`config.mk`:
```
export PLATFORM = sky130hd
export DESIGN_NAME = wb_ram_arbiter_flat
export DESIGN_NICKNAME = d
export VERILOG_FILES = /design/src/rtl/wb_ram_arbiter_if.sv /design/src/rtl/wb_ram_arbiter.sv /design/src/flat_wrapper.sv
export SDC_FILE = /design/constraint.sdc
export NUM_CORES = 1
export LEC_CHECK = 0
export CAP_MARGIN = 30
export CORE_AREA = 2 2 122 124
export CTS_CLUSTER_DIAMETER = 40
export DETAILED_ROUTE_END_ITERATION = 10
export DIE_AREA = 0 0 124 126
export GPL_TIMING_DRIVEN = 0
export PLACE_DENSITY = 0.53
export SLEW_MARGIN = 20
export SYNTH_ARGS = -nofsm -noshare
export SYNTH_HDL_FRONTEND = slang
export SYNTH_SLANG_ARGS = --single-unit
```
`constraint.sdc`:
```
create_clock -name clk -period 1.3 [get_ports clk]
set_input_delay 0.195 -clock clk [delete_from_list [all_inputs] [get_ports clk]]
set_output_delay 0.195 -clock clk [all_outputs]
set_load 0.03 [all_outputs]
```
`src/rtl/wb_ram_arbiter_if.sv`:
```
// wb_ram_arbiter_if: one Wishbone classic link; master drives the request, slave answers it
interface wb_ram_arbiter_if;
  logic [31:0] addr;
  logic [31:0] wdata;
  logic [31:0] rdata;
  logic [3:0]  sel;
  logic        we;
  logic        cyc;
  logic        stb;
  logic        ack;
  logic        err;
  modport master (output addr, wdata, sel, we, cyc, stb, input rdata, ack);
  modport slave  (input addr, wdata, sel, we, cyc, stb, output rdata, ack, err);
endinterface

```
`src/rtl/wb_ram_arbiter.sv`:
```
// wb_ram_arbiter: two-master Wishbone arbiter for the shared RAM with a stalled-access watchdog.
// Define WB_RAM_ARB_RR_EN for round-robin tie breaking; otherwise m0 always wins ties.
module wb_ram_arbiter #(
  parameter int TIMEOUT_CYCLES = 15,
  parameter int CNT_W          = 8
) (
  input  logic             clk,
  input  logic             reset,
  wb_ram_arbiter_if.slave  m0,
  wb_ram_arbiter_if.slave  m1,
  wb_ram_arbiter_if.master s,
  output logic [1:0]       grant
);
  typedef enum logic [1:0] {IDLE = 2'd0, OWN0 = 2'd1, OWN1 = 2'd2} state_t;
  state_t           r_state;
  state_t           w_next;
  logic [CNT_W-1:0] r_cnt;
  logic             r_err;
  logic             w_own0, w_own1, w_cyc, w_stb, w_pend, w_tmo, w_m1_wins;
  assign w_own0 = r_state == OWN0;
  assign w_own1 = r_state == OWN1;
  assign grant  = {w_own1, w_own0};
  assign w_cyc  = w_own0 ? m0.cyc : w_own1 ? m1.cyc : 1'b0;
  assign w_stb  = w_own0 ? m0.stb : w_own1 ? m1.stb : 1'b0;
  assign s.cyc   = w_cyc;
  assign s.stb   = w_stb & ~r_err;
  assign s.we    = w_own0 ? m0.we    : w_own1 ? m1.we    : 1'b0;
  assign s.sel   = w_own0 ? m0.sel   : w_own1 ? m1.sel   : 4'h0;
  assign s.addr  = w_own0 ? m0.addr  : w_own1 ? m1.addr  : 32'h0;
  assign s.wdata = w_own0 ? m0.wdata : w_own1 ? m1.wdata : 32'h0;
  assign m0.rdata = s.rdata;
  assign m1.rdata = s.rdata;
  assign m0.ack   = w_own0 & s.ack;
  assign m1.ack   = w_own1 & s.ack;
  assign m0.err   = w_own0 & r_err;
  assign m1.err   = w_own1 & r_err;
`ifdef WB_RAM_ARB_RR_EN
  logic r_last;
  assign w_m1_wins = ~r_last;
  always_ff @(posedge clk or posedge reset)
    if (reset) r_last <= 1'b1;
    else if (w_next != r_state && w_next != IDLE) r_last <= w_next == OWN1;
`else
  assign w_m1_wins = 1'b0;
`endif
  // Owner keeps the bus while its cyc is high; on release the waiting master takes over directly.
  always_comb begin
    w_next = w_own0 ? (m0.cyc ? OWN0 : m1.cyc ? OWN1 : IDLE)
           : w_own1 ? (m1.cyc ? OWN1 : m0.cyc ? OWN0 : IDLE)
           : (m0.cyc & m1.cyc) ? (w_m1_wins ? OWN1 : OWN0)
           : m0.cyc ? OWN0 : m1.cyc ? OWN1 : IDLE;
  end
  // The err cycle itself does not count, so a still-held strobe restarts a fresh timeout window.
  assign w_pend = w_cyc & w_stb & ~s.ack & ~r_err;
  assign w_tmo  = (TIMEOUT_CYCLES != 0) && w_pend && (r_cnt == CNT_W'(TIMEOUT_CYCLES - 1));
  always_ff @(posedge clk or posedge reset)
    if (reset) begin
      r_state <= IDLE;
      r_cnt   <= '0;
      r_err   <= 1'b0;
    end else begin
      r_state <= w_next;
      r_err   <= w_tmo;
      r_cnt   <= (w_next != r_state || !w_pend || w_tmo) ? '0 : r_cnt + 1'b1;
    end
endmodule

```
`src/flat_wrapper.sv`:
```
// flat-port wrapper written by rule: the top's interface ports become plain ports
module wb_ram_arbiter_flat 
#(
  parameter int TIMEOUT_CYCLES = 15,
  parameter int CNT_W          = 8
)
  (clk, reset, grant, m0_addr, m0_wdata, m0_sel, m0_we, m0_cyc, m0_stb, m0_rdata, m0_ack, m0_err, m1_addr, m1_wdata, m1_sel, m1_we, m1_cyc, m1_stb, m1_rdata, m1_ack, m1_err, s_addr, s_wdata, s_sel, s_we, s_cyc, s_stb, s_rdata, s_ack);
  wb_ram_arbiter_if m0_i ();
  wb_ram_arbiter_if m1_i ();
  wb_ram_arbiter_if s_i ();
  input  logic clk;
  input  logic reset;
  output logic [1:0] grant;
  input wire logic [$bits(m0_i.addr)-1:0] m0_addr;
  input wire logic [$bits(m0_i.wdata)-1:0] m0_wdata;
  input wire logic [$bits(m0_i.sel)-1:0] m0_sel;
  input wire logic [$bits(m0_i.we)-1:0] m0_we;
  input wire logic [$bits(m0_i.cyc)-1:0] m0_cyc;
  input wire logic [$bits(m0_i.stb)-1:0] m0_stb;
  output wire logic [$bits(m0_i.rdata)-1:0] m0_rdata;
  output wire logic [$bits(m0_i.ack)-1:0] m0_ack;
  output wire logic [$bits(m0_i.err)-1:0] m0_err;
  input wire logic [$bits(m1_i.addr)-1:0] m1_addr;
  input wire logic [$bits(m1_i.wdata)-1:0] m1_wdata;
  input wire logic [$bits(m1_i.sel)-1:0] m1_sel;
  input wire logic [$bits(m1_i.we)-1:0] m1_we;
  input wire logic [$bits(m1_i.cyc)-1:0] m1_cyc;
  input wire logic [$bits(m1_i.stb)-1:0] m1_stb;
  output wire logic [$bits(m1_i.rdata)-1:0] m1_rdata;
  output wire logic [$bits(m1_i.ack)-1:0] m1_ack;
  output wire logic [$bits(m1_i.err)-1:0] m1_err;
  output wire logic [$bits(s_i.addr)-1:0] s_addr;
  output wire logic [$bits(s_i.wdata)-1:0] s_wdata;
  output wire logic [$bits(s_i.sel)-1:0] s_sel;
  output wire logic [$bits(s_i.we)-1:0] s_we;
  output wire logic [$bits(s_i.cyc)-1:0] s_cyc;
  output wire logic [$bits(s_i.stb)-1:0] s_stb;
  input wire logic [$bits(s_i.rdata)-1:0] s_rdata;
  input wire logic [$bits(s_i.ack)-1:0] s_ack;
  assign m0_i.addr = m0_addr;
  assign m0_i.wdata = m0_wdata;
  assign m0_i.sel = m0_sel;
  assign m0_i.we = m0_we;
  assign m0_i.cyc = m0_cyc;
  assign m0_i.stb = m0_stb;
  assign m0_rdata = m0_i.rdata;
  assign m0_ack = m0_i.ack;
  assign m0_err = m0_i.err;
  assign m1_i.addr = m1_addr;
  assign m1_i.wdata = m1_wdata;
  assign m1_i.sel = m1_sel;
  assign m1_i.we = m1_we;
  assign m1_i.cyc = m1_cyc;
  assign m1_i.stb = m1_stb;
  assign m1_rdata = m1_i.rdata;
  assign m1_ack = m1_i.ack;
  assign m1_err = m1_i.err;
  assign s_addr = s_i.addr;
  assign s_wdata = s_i.wdata;
  assign s_sel = s_i.sel;
  assign s_we = s_i.we;
  assign s_cyc = s_i.cyc;
  assign s_stb = s_i.stb;
  assign s_i.rdata = s_rdata;
  assign s_i.ack = s_ack;
  wb_ram_arbiter #(.TIMEOUT_CYCLES(TIMEOUT_CYCLES), .CNT_W(CNT_W)) u_core (.clk(clk), .reset(reset), .m0(m0_i), .m1(m1_i), .s(s_i), .grant(grant));
endmodule
```
==> results of run 1 <==
## how the worst max path moves through the flow
| stage | from | end | slack [ns] | cells past startpoint |
|---|---|---|---|---|
| 2_1_floorplan | u_core.r_state[1]$_DFF_PP0_ | s_addr[10] | -0.08 | 4 |
| 3_3_place_gp | u_core.r_state[1]$_DFF_PP0_ | s_addr[7] | -0.93 | 5 |
| 3_5_place_dp | u_core.r_state[1]$_DFF_PP0_ | s_addr[8] | -0.94 | 5 |
| 4_1_cts | u_core.r_state[1]$_DFF_PP0_ | s_addr[23] | -0.46 | 5 |
| 5_1_grt | u_core.r_state[0]$_DFF_PP0_ | s_addr[26] | -0.48 | 5 |
| 6_report | u_core.r_state[0]$_DFF_PP0_ | s_addr[19] | -0.43 | 5 |
## through the flow
stage                     setup TNS, ns  hold slack [ns]  worst slack [ns]
final                            -32.30            0.271            -0.429
after global routing             -36.44            0.325            -0.482
after CTS                        -34.93            0.291            -0.459
after detailed placement         -60.51            0.499            -0.940
after global placement           -58.85            0.501            -0.931
after floorplan                   -2.86           0.0474           -0.0837
## routing by layer
metal	wire [um]	vias to the layer above	global-route usage, %
li1	-	1302	-
met1	3780	1218	13.3
met2	6690	126	27.1
met3	1150	17	3.85
met4	150	4	2.58
met5	28	-	0
## power by group through the flow
| stage | Combinational (uW) | Clock, uW | Sequential, uW |
|---|---|---|---|
| 2_1_floorplan | 1220 | 0 | 356 |
| 3_5_place_dp | 2320 | 0 | 357 |
| 5_1_grt | 2670 | 599 | 354 |
| 4_1_cts | 2520 | 574 | 353 |
| 3_3_place_gp | 2310 | 0 | 357 |
| 6_report | 2560 | 563 | 354 |
## area by class of cell
class,instances,area [um^2],share of cell area [%]
Inverter,4,15.0,0.256
Sequential cell,11,275,4.69
Timing Repair Buffer,298,3120,53.1
Clock buffer,4,78.8,1.34
Buffer,83,813,13.9
Tap cell,184,230,3.93
Multi-Input combinational cell,108,1340,22.8
## cells in the mapped netlist (2+ instances only)
cell type  instances  area, um^2
dfrtp_1           11         275
inv_1              4        15.0
nand3b_1           2        15.0
nand2_1            2        7.51
buf_2              9        45.0
xor2_1             5        43.8
a22o_1            69         604
nand4_1            2        12.5
nor2_2             8        50.1
ha_1               2        25.0
and2_1             5        31.3
clkbuf_1           6        22.5
a21oi_1            2        10.0
buf_4             67         503
## kinds of logic after synthesis
kind of cell               Yosys count
buffers and inverters               87
DFF                                 11
adders and majority gates            2
and+or+nand+nor                     27
AOI/OAI and AO/OA                   73
xor gates and xnor gates             6
## worst max-delay path: stages (launching register included)
cell and delay [ns]:
dfrtp_1 0.39, and2b_4 0.31, buf_8 0.15, buf_6 0.15
a22o_2 0.16, buf_6 0.13
## sequential cells by signal, indices dropped and copies added (netlist names)
signal / flops
u_core.r_state: 2
u_core.r_cnt: 8
u_core.r_err: 1
## what timing repair did
item                       4_1_cts  5_1_grt
setup endpoints to repair       85       86
buffers inserted                 3        5
resized for setup              573       26
pin swaps                        3        3
cloned                           3        2
==> results.cfg, run 1 <==
[floorplan]
boundaryPins = 318
fp.dieArea_um2 = 15600
coreArea_um2 = 14300
die_width_um = 124
die_y_um = 126
rows = 44
start_util_pct = 12.3

[placed_design]
hpwl_mm = 9.74
gp_congestion = 0.764
placed_cells = 675
place_area_um2 = 5280
portBuffers = 285

[status]
violations = setup timing
status = finished with violations

[drt]
drc = 0
post_drt_wl_per_cell_um = 17.0
wirelength_mm = 11.8
dr.pass1.iters = 4
ant_nets = 0
vias = 2667
viasPerCell = 3.85
drt_iter0_drc = 46

[power_and_ir_drop]
p_int_uw = 2200
ir_worst_vdd_mv = 0.827
netSwitchingPower_uw = 1270
p_total_uw = 3480
p_per_area_nw_per_um2 = 593
combPwrFrac_pct = 73.6
pwr-share-seq_pct = 10.2
clkPwrFrac_pct = 16.2
leakage_uw = 0.00261
swShare_pct = 36.6

[worst_hold_path]
hp-class = input port to async pin

[synthesis]
muxShareOfSynthArea_pct = 0
synth_compound_area_share_pct = 36.1
synth_edf_count = 0
yosys.cell_types.count = 26
ys.flop_type = dfrtp_1
synth_top_family_by_area = compound AO/OA/AOI/OAI gates
synth_xor_area_share_pct = 2.99
ys_async_sr_fraction_pct = 100
netlist_instances = 206
netlist_area_um2 = 1760
synth-seq-cells = 11
yosys_warnings = 0
syn-num-nets = 385
ys_seq_area_share_pct = 15.6
synthAdderAreaFrac_pct = 1.42
syn-mean-instance-area_um2 = 8.54
synthSimpleGateAreaFrac_pct = 9.96

[critical_path]
worstPathMaxFanout = 10
cp.required_ns = 1.11
rr_startpoint = u_core.r_state[0]$_DFF_PP0_
r2r_setup_slack_ns = -0.27
endpoint_kind = primary output
crit_type = register to primary output
critPathLaunchType = register
arrival_ns = 1.53
ff2ff_path_depth = 7
r2r-end = u_core.r_cnt[2]$_DFF_PP0_

[global_route]
grt_max_degree = 12
grt_pass1_vias = 2703
grt-ovfl-total = 0
grt_pass1_wl_mm = 16.0
antenna_found_initial = 2
grt_util_all_layers_pct = 13.4

[layout]
final_cell_mix = clkdlybuf4s50_1, buf_6, buf_4, a22o_4, a22o_2
stdcell_area_um2 = 5860
postLayoutCoreUtil_pct = 41.0
synthToLayoutAreaGrowth_pct = 233
nNetsFinal = 688
final-instance-count-excl-fill = 692
drive_gt1_share_pct = 51.6
fillCellCount = 1409
antenna_cells = 0
final_common_cell = clkdlybuf4s50_1

[sta]
setup_violations = 86
fin_crit_sh_pct = 133
rsz0062_at_grt = true
fin_crit_ns = 1.73
fmax_mhz = 578
slew_headroom_pct = 70.8
hold_viol_final = 0
fin_worst_skew_ns = 0.00199
worstMarginPinSlew_ns = 0.438
drv_slew = 0
worst_slack_ns = -0.429

[clock_network]
cts_root_buf = clkbuf_16
cts_tree = done
clk_latency_ns = 0.24
cts_buffer_depth = 2
path_clk_slew_ns = 0.04
numCtsBuffers = 3
cts_sinks = 11
ctsHoldBuffers = 0
htree_levels = 1

[flow_run]
drv_cap = 0
Note: power is estimated with default switching activity, not from simulation.
==> run 2, diff against run 1 <==
CTS_BUF_LIST = sky130_fd_sc_hd__clkbuf_2 sky130_fd_sc_hd__clkbuf_4 sky130_fd_sc_hd__clkbuf_8   (was unset)
==> run 2 against run 1 <==
  * The run still ends with setup timing left
  * Hold slack got worse by 0.0030 ns
  * Worst setup slack better by 0.0043 ns
  * Clock power decreased by 37%
  * Critical path depth increased by 1
  * Total power shrank 7.1%
  * Fmax rose by 0.25%
  * Global-route usage decreased by 0.34 points
  * Routed wire length down 0.92%
  * Via count up 0.22%
  * Largest cell class unchanged
  * Core utilization fell by 0.75 points
==> results.cfg, run 2 (synthesized netlist as in run 1, its figures left out) <==
[placed_design]
hpwl_mm = 9.74
gp_congestion = 0.764
placed_cells = 675
portBuffers = 285
preCtsSetupSlack_ns = -0.940

[critical_path]
critPathMaxStageDelay_ns = 0.42
crit_type = register to primary output
path_cells = and2b_4 > buf_6 > buf_12 > clkbuf_16 > and2_4 > buf_6
arrival_ns = 1.53
rr_startpoint = u_core.r_state[0]$_DFF_PP0_
crit_top_cell = buf_6
ff2ff_path_depth = 7
r2r-end = u_core.r_cnt[5]$_DFF_PP0_
critPathLaunchType = register
cp.required_ns = 1.11
crit_family = buffers and inverters
cp_slowest_cell = dfrtp_1
r2r_setup_slack_ns = -0.38
critical_path_buf_inv_count = 4
worstPathMaxFanout = 4
endpoint_kind = primary output

[flow_run]
drv_cap = 0

[layout]
seq_area_um2 = 275
postLayoutCoreUtil_pct = 40.2
biggestRegsByFlops = u_core.r_cnt x8, u_core.r_state x2, u_core.r_err x1
final_common_cell = clkdlybuf4s50_1
multi_input_comb_area_um2 = 1340
regMostFlops = u_core.r_cnt
fillCellCount = 1417
synthToLayoutAreaGrowth_pct = 227
largest_register_ff_count = 8
antenna_cells = 0
drive_gt1_share_pct = 52.0
final-instance-count-excl-fill = 692
final_cell_mix = clkdlybuf4s50_1, buf_6, buf_4, a22o_4, a22o_2
nNetsFinal = 688

[power_and_ir_drop]
p_per_area_nw_per_um2 = 561
leakage_uw = 0.00256
ir_worst_vdd_mv = 0.604

[clock_network]
cts_root_buf = clkbuf_8
cts_sinks = 11
ctsHoldBuffers = 0
path_clk_slew_ns = 0.05
cts_tree = done
htree_levels = 1
clk_latency_ns = 0.24
numCtsBuffers = 3
cts_buffer_depth = 2

[floorplan]
boundaryPins = 318
coreArea_um2 = 14300
rows = 44
fp.dieArea_um2 = 15600
die_y_um = 126
die_width_um = 124
start_util_pct = 12.3

[global_route]
grt_pass1_wl_mm = 15.8
grt_util_all_layers_pct = 13.1
antenna_found_initial = 2
grt-ovfl-total = 0
grt_max_degree = 12
grt_pass1_vias = 2672

[drt]
drc = 0
dr.pass1.iters = 3
vias = 2673
viasPerCell = 3.86
post_drt_wl_per_cell_um = 16.9
ant_nets = 0
drt_iter0_drc = 44
wirelength_mm = 11.7

[worst_hold_path]
hp-class = input port to async pin

[sta]
fin_worst_skew_ns = 0.00278
fmax_mhz = 580
hold_viol_final = 0
drv_slew = 0
fin_crit_ns = 1.73
worst_slack_ns = -0.425
worstMarginPinSlew_ns = 0.428
setup_violations = 87
fin_setup_tns_ns = -32.93
fin_crit_sh_pct = 133
rsz0062_at_grt = true
slew_headroom_pct = 71.4

[status]
status = finished with violations
violations = setup timing
run 2: changes by cell type in the layout (fill, tap and decap cells not counted), sizes merged:
cell,before,now
clkbuf,11,10
buf,166,167
run 2: report_power, final:
| part | internal, uW | switching [uW] |
|---|---|---|
| Clock | 235 | 122 |
| Sequential | 348 | 5.41 |
| Combinational | 1410 | 1110 |
run 2: worst reg2reg max path: cells and delay by family, from the launching register on:
| family | cells | cell delay, ns |
|---|---|---|
| compound gates | 1 | 0.06 |
| buf+inv | 3 | 0.37 |
| flops | 1 | 0.39 |
| simple gates | 3 | 0.80 |
run 2: layout make-up:
class | count | area share, %
Buffer | 82 | 12.9
Clock buffer | 4 | 0.848
Inverter | 4 | 0.261
Multi-Input combinational cell | 108 | 23.3
Sequential cell | 11 | 4.78
Tap cell | 184 | 4.00
Timing Repair Buffer | 299 | 54.0
run 2: repair_timing:
| item | CTS | global route |
|---|---|---|
| pin swaps | 2 | 7 |
| endpoints found under the setup margin | 85 | 86 |
| gates cloned | 1 | 2 |
| setup buffers | 3 | 8 |
| gates resized for setup | 530 | 62 |
run 2: worst max-delay path by stage:
stage	start	end	depth (start not counted)
finish	u_core.r_state[1]$_DFF_PP0_	m1_ack	6
global route	u_core.r_state[0]$_DFF_PP0_	s_addr[26]	5
CTS	u_core.r_state[1]$_DFF_PP0_	s_wdata[0]	5
detailed placement	u_core.r_state[1]$_DFF_PP0_	s_addr[8]	5
global placement	u_core.r_state[1]$_DFF_PP0_	s_addr[7]	5
floorplan	u_core.r_state[1]$_DFF_PP0_	s_addr[10]	4
run 2: per-stage QoR:
step / hold slack (ns) / total power (uW) / cell area [um^2]
after floorplan: 0.0474 / 1570 / 2200
after global placement: 0.501 / 2670 / 5280
after global routing: 0.324 / 3380 / 5760
after CTS: 0.289 / 3130 / 5430
final: 0.268 / 3230 / 5760
after detailed placement: 0.499 / 2670 / 5280
run 2: metal layers:
layer	wire length, um	global-route usage (%)
met2	6690	26.8
met4	107	1.26
met5	28	0
met3	1130	3.76
met1	3730	13.0
